===== config.mk =====
export PLATFORM = sky130hd
export DESIGN_NAME = byte_encode12
export DESIGN_NICKNAME = d
export VERILOG_FILES = /design/src/rtl/byte_encode12_pkg.sv /design/src/rtl/byte_encode12_pair.sv /design/src/rtl/byte_encode12.sv
export SDC_FILE = /design/constraint.sdc
export NUM_CORES = 1
export LEC_CHECK = 0
export CORE_UTILIZATION = 46
export DETAILED_ROUTE_END_ITERATION = 6
export GPL_ROUTABILITY_DRIVEN = 0
export GPL_TIMING_DRIVEN = 0
export PLACE_DENSITY = 0.74
export SLEW_MARGIN = 20
export SYNTH_ARGS = -nofsm -noshare
export SYNTH_HDL_FRONTEND = slang
export SYNTH_SLANG_ARGS = --single-unit

===== constraint.sdc =====
create_clock -name i_clk -period 4.2 [get_ports i_clk]
set_clock_uncertainty 0.05 [all_clocks]
set_input_delay 0.42 -clock i_clk [delete_from_list [all_inputs] [get_ports i_clk]]
set_output_delay 0.42 -clock i_clk [all_outputs]
set_load 0.02 [all_outputs]

===== src/rtl/byte_encode12_pkg.sv =====
// Shared constants and state encoding for the ByteEncode12 packer.
package byte_encode12_pkg;
    localparam int KYBER_N         = 256;
    localparam int KYBER_POLYBYTES = 384;
    localparam int POLY_WORDS      = KYBER_POLYBYTES / 8;
    localparam int POLY_BEATS      = KYBER_N / 4;
    localparam int BUF_BYTES       = 14;

    typedef enum logic [1:0] {
        S_IDLE = 2'd0,
        S_PACK = 2'd1,
        S_DONE = 2'd2
    } state_t;
endpackage


===== src/rtl/byte_encode12_pair.sv =====
// Packs one 12-bit coefficient pair (a at the MSB end) into three stream bytes.
module encode12_pair (
    input  logic [23:0] i_pair,
    output logic [23:0] o_bytes
);
    logic [11:0] a;
    logic [11:0] b;

    assign a = i_pair[23:12];
    assign b = i_pair[11:0];
    assign o_bytes = {a[7:0], b[3:0], a[11:8], b[11:4]};
endmodule


===== src/rtl/byte_encode12.sv =====
// ByteEncode12 gearbox: 4x12-bit coefficient beats in, 64-bit byte words out.
//  state  | meaning
//  S_IDLE | waiting for the first valid beat of a polynomial
//  S_PACK | accepting beats and emitting words until word 47 transfers
//  S_DONE | one-cycle done pulse, counters cleared on the way to S_IDLE
module byte_encode12
    import byte_encode12_pkg::*;
(
    input  logic        i_clk,
    input  logic        i_rstn,
    input  logic [47:0] i_coeffs,
    input  logic        i_coeffs_valid,
    output logic        o_coeffs_ready,
    output logic [63:0] o_obytes,
    output logic        o_obytes_valid,
    input  logic        i_obytes_ready,
    output logic        o_done
);
    state_t         state_q;
    logic [3:0]     fill_q, fill_d;
    logic [111:0]   buf_q, buf_d;
    logic [6:0]     cnt_in_q, cnt_in_d;
    logic [5:0]     cnt_out_q, cnt_out_d;
    logic [47:0]    beat_bytes;
    logic [111:0]   shifted;
    logic [3:0]     base;
    logic           push;
    logic           pop;
    logic           last_word;

    encode12_pair u_pair_lo (.i_pair(i_coeffs[47:24]), .o_bytes(beat_bytes[47:24]));
    encode12_pair u_pair_hi (.i_pair(i_coeffs[23:0]),  .o_bytes(beat_bytes[23:0]));

    assign o_obytes       = buf_q[111:48];
    assign o_obytes_valid = (state_q == S_PACK) && (fill_q >= 4'd8);
    assign o_coeffs_ready = (state_q == S_PACK) && (fill_q <= 4'd8)
                            && (cnt_in_q < 7'(POLY_BEATS));
    assign o_done         = (state_q == S_DONE);

    assign push      = i_coeffs_valid && o_coeffs_ready;
    assign pop       = o_obytes_valid && i_obytes_ready;
    assign last_word = pop && (cnt_out_q == 6'(POLY_WORDS - 1));

    // Bytes beyond fill are always zero, so new bytes can be OR-ed in at the tail.
    always_comb begin
        fill_d    = fill_q;
        buf_d     = buf_q;
        cnt_in_d  = cnt_in_q;
        cnt_out_d = cnt_out_q;
        shifted   = buf_q;
        base      = fill_q;
        if (state_q == S_PACK) begin
            if (pop) begin
                shifted = {buf_q[47:0], 64'd0};
                base    = fill_q - 4'd8;
                if (!last_word) begin
                    cnt_out_d = cnt_out_q + 6'd1;
                end
            end
            buf_d  = shifted;
            fill_d = base;
            if (push) begin
                buf_d    = shifted | ({beat_bytes, 64'd0} >> {base, 3'b000});
                fill_d   = base + 4'd6;
                cnt_in_d = cnt_in_q + 7'd1;
            end
        end else if (state_q == S_DONE) begin
            fill_d    = '0;
            buf_d     = '0;
            cnt_in_d  = '0;
            cnt_out_d = '0;
        end
    end

    always_ff @(posedge i_clk) begin
        if (!i_rstn) begin
            state_q <= S_IDLE;
        end else begin
            case (state_q)
                S_IDLE:  if (i_coeffs_valid) state_q <= S_PACK;
                S_PACK:  if (last_word) state_q <= S_DONE;
                S_DONE:  state_q <= S_IDLE;
                default: state_q <= S_IDLE;
            endcase
        end
    end

    always_ff @(posedge i_clk) begin
        if (!i_rstn) begin
            fill_q    <= '0;
            buf_q     <= '0;
            cnt_in_q  <= '0;
            cnt_out_q <= '0;
        end else begin
            fill_q    <= fill_d;
            buf_q     <= buf_d;
            cnt_in_q  <= cnt_in_d;
            cnt_out_q <= cnt_out_d;
        end
    end
endmodule


==> summary.txt <==
========================================================================================
Result of the run                                                           complete, but fails checks
Failing checks                                                                       DRC
Setup TNS Final                                                                     0 ns
Period minus WS final                                                            2.53 ns
Clock tree from TritonCTS                                                           done
Area enclosed by the die boundary                                              14200 um2
Clock root buffer master                                                    sky130_fd_sc_hd__clkbuf_16
Met3 global-route usage                                                            7.23%
Max Clock Freq                                                                 0.396 GHz
Distinct cell type count after synthesis                                              54
Static leakage                                                                   2.93 nW
Number of instances on the worst hold path                                             1
Clock Sinks                                                                          130
Data required time at the worst endpoint                                         3.73 ns
Reg2reg path depth                                                                     7
Clock-pin transition on the worst setup and hold timing paths                    0.06 ns
Most common flop cell mapped by yosys                                       sky130_fd_sc_hd__dfxtp_1
Met2 routing resource usage after global routing                                   46.1%
Most Used Layer, Global Route                                                       met2
Top-area cell type share of the netlist area                                       41.1%
Number of global-route vias before repair                                           6001
Total half-perimeter wirelength after legalization and detailed placement       14800 um
Antenna violations before repair                                                       0
Aggregate global routing overflow                                                      0
Maximum number of pins on one net before global-route repair                          17
Proportion of layout cells with a drive suffix above 1                             19.0%
Standard-cell row count                                                               42
Part of the cycle the worst path needs                                             60.1%
Final net count                                                                      839
Pwr/cell area                                                                 372 nW/um2
Number of pins exceeding their max-slew limit in the final report                      0
Critical path data arrival time                                                  2.06 ns
Number of flops mapped to enable cells by yosys                                        0
Cells along the critical path                                               inv_1, ha_1, buf_4, inv_1, nor3_1, clkdlybuf4s50_1
Path category of the worst min-delay check                                       reg2reg
Port Buffer Count                                                                    118
Post-CTS Setup Repair Bufs                                                             0
Post-route DRC violation count                                                         1
Setup repair after global routing missed its margin                                false
Dpl cells                                                                            938
Max-cap viol count                                                                     0
Via count                                                                           5972
Utilization of the core after routing                                              62.2%
Total of warnings raised by yosys                                                      0
Cell repeated most along the worst path                                     sky130_fd_sc_hd__inv_1
Register bit total from synthesis                                                    130
Worst Setup End Kind                                                         output port
Number of cells produced by synthesis                                                644
CTS Buf Count                                                                         17
Mean instance size in the synthesized netlist                                   9.83 um2
Global-route wire length before repair                                          31300 um
Average via count per standard cell                                                 6.16
Post-cts hold buffer count                                                             0
Standard cell area after detailed placement                                     7730 um2
Levels on crit path                                                                    6
CP delay by family, top                                                     buffers and inverters
Clock latency on the worst-skew pair                                             0.43 ns
Leading area contributor after synthesis                                    sky130_fd_sc_hd__dfxtp_1
Most used cells in the layout excluding fill and tap cells                  sky130_fd_sc_hd__dfxtp_1 (130), sky130_fd_sc_hd__clkdlybuf4s50_1 (118), sky130_fd_sc_hd__a22oi_1 (80), sky130_fd_sc_hd__o2bb2ai_1 (80), sky130_fd_sc_hd__buf_4 (66)
Summed instance area of the synthesized netlist                                 6330 um2
Critical Path Slowest Stage Cell                                            sky130_fd_sc_hd__clkdlybuf4s50_1
Async set or reset register ratio after synthesis                                     0%
CTS Buffer Depth                                                                       2
Router iterations before antenna repair                                                7
# fillers                                                                           1120
Met1 Usage GRT                                                                     35.3%
I/O pin total                                                                        119
Most frequent standard cell in the layout excluding fill and tap cells      sky130_fd_sc_hd__dfxtp_1
Fin. Hold Viols                                                                        0
Drt initial violations                                                               599
Area overhead of the layout relative to synthesis                                  31.3%
Antenna Nets Post-Route                                                                0
Setup violators final                                                                  0
Final WL                                                                        19800 um
Synth area leaders                                                          sky130_fd_sc_hd__dfxtp_1 (41%), sky130_fd_sc_hd__o2bb2ai_1 (11%), sky130_fd_sc_hd__a22oi_1 (9.5%)
Number of diodes added for antenna fixing                                              0
Hold slack final                                                                0.420 ns
Actual transition at the worst max-transition pin                               0.729 ns
Initial core utilization                                                           47.4%
Post-layout instance area                                                       8310 um2
Die span in y                                                                     119 um
Maximum VDD drop                                                              0.000294 V
Sequential fraction of the synthesis area                                          41.1%
Classification of the worst setup path                                           reg2out
Critical Path Source Type                                                       register
Post-cts gate resize count                                                             0
Gr usage total                                                                     28.6%
Horizontal die dimension                                                          119 um
Bufs and invs on worst path                                                            4
# H-tree levels                                                                        4
Relative slew slack                                                                51.4%
Peak fanout along the critical path                                                   10
Average routed wire per standard cell                                            20.4 um
Worst stage delay on the critical path                                           0.63 ns
Syn Nets                                                                             702
Area of the core                                                               13300 um2
Cell Count, Final, Fillers Out                                                       970
========================================================================================
logic make-up after synthesis:
kind of cell | after synthesis | share of synthesized area [%]
DFF | 130 | 41.1
adders and majority gates | 6 | 1.19
and+or+nand+nor | 111 | 9.43
xor gates and xnor gates | 6 | 0.831
buffers and inverters | 127 | 12.0
muxes | 32 | 5.38
AOI/OAI and AO/OA | 232 | 30.0
registers in the layout, indices dropped and copies added (netlist names):
register,cells
fill_q,3
buf_q,112
cnt_in_q,7
cnt_out_q,6
state_q,2
cell usage after synthesis (2+ instances only):
cell type / number
sky130_fd_sc_hd__a21bo_2: 2
sky130_fd_sc_hd__a21oi_1: 8
sky130_fd_sc_hd__a222oi_1: 16
sky130_fd_sc_hd__a22o_1: 16
sky130_fd_sc_hd__a22oi_1: 80
sky130_fd_sc_hd__a2bb2oi_1: 16
sky130_fd_sc_hd__a31oi_1: 2
sky130_fd_sc_hd__and4_1: 2
sky130_fd_sc_hd__buf_1: 3
sky130_fd_sc_hd__buf_2: 24
sky130_fd_sc_hd__buf_4: 66
sky130_fd_sc_hd__clkbuf_1: 25
sky130_fd_sc_hd__dfxtp_1: 130
sky130_fd_sc_hd__ha_1: 6
sky130_fd_sc_hd__inv_1: 7
sky130_fd_sc_hd__mux2_2: 16
sky130_fd_sc_hd__mux2i_1: 16
sky130_fd_sc_hd__nand2_1: 10
sky130_fd_sc_hd__nand3_1: 9
sky130_fd_sc_hd__nand3b_1: 2
sky130_fd_sc_hd__nor2_1: 58
sky130_fd_sc_hd__nor2b_1: 2
sky130_fd_sc_hd__nor3_1: 6
sky130_fd_sc_hd__nor3_2: 2
sky130_fd_sc_hd__nor4_4: 2
sky130_fd_sc_hd__o21a_1: 2
sky130_fd_sc_hd__o21ai_0: 3
sky130_fd_sc_hd__o21ai_1: 2
sky130_fd_sc_hd__o2bb2ai_1: 80
sky130_fd_sc_hd__or3_1: 3
sky130_fd_sc_hd__xnor2_1: 4
sky130_fd_sc_hd__xor2_1: 2
through the flow:
| stage | power (mW) | worst slack [ns] |
|---|---|---|
| 6_report | 3.09 | 1.67 |
| 5_1_grt | 3.18 | 1.55 |
| 4_1_cts | 3.09 | 1.64 |
| 2_1_floorplan | 1.50 | 2.19 |
| 3_5_place_dp | 1.66 | 1.68 |
| 3_3_place_gp | 1.65 | 1.72 |
worst reg2reg max path, cell delays in order (launching register included):
cell and delay [ns]:
sky130_fd_sc_hd__dfxtp_1 0.36, sky130_fd_sc_hd__inv_1 0.07, sky130_fd_sc_hd__ha_1 0.42, sky130_fd_sc_hd__and4_1 0.31
sky130_fd_sc_hd__buf_2 0.31, sky130_fd_sc_hd__clkbuf_1 0.54, sky130_fd_sc_hd__a22oi_1 0.18, sky130_fd_sc_hd__o2bb2ai_1 0.19
where the power goes:
group / switching, mW / leakage (nW) / internal, mW
registers: 0.0118 / 1.05 / 1.25
logic: 0.229 / 1.61 / 0.155
clock network: 0.567 / 0.273 / 0.882
area by class of cell:
cell class / count / area [um2] / share of cell area, %
plain buffers: 119 / 732 / 8.81
clock buffers: 18 / 439 / 5.29
clock inverters: 14 / 140 / 1.69
inverters: 8 / 30.0 / 0.361
multi-input cells: 387 / 2960 / 35.7
flip-flops and latches: 130 / 2600 / 31.3
well taps: 176 / 220 / 2.65
repair buffers: 118 / 1180 / 14.2
final timing paths:
path	to	slack, ns	startpoint
setup reg to reg	buf_q[91]	1.69	state_q[0]
setup / recovery	o_coeffs_ready	1.67	state_q[1]
hold reg to reg	buf_q[20]	0.42	buf_q[20]
hold / removal	buf_q[20]	0.42	buf_q[20]
layer usage:
layer | up-vias | share of wire, %
met5 | - | 0
met4 | 0 | 3.6
met3 | 59 | 7.4
met2 | 308 | 47
met1 | 2916 | 42
li1 | 2689 | -
(Power assumes the default switching activity.)
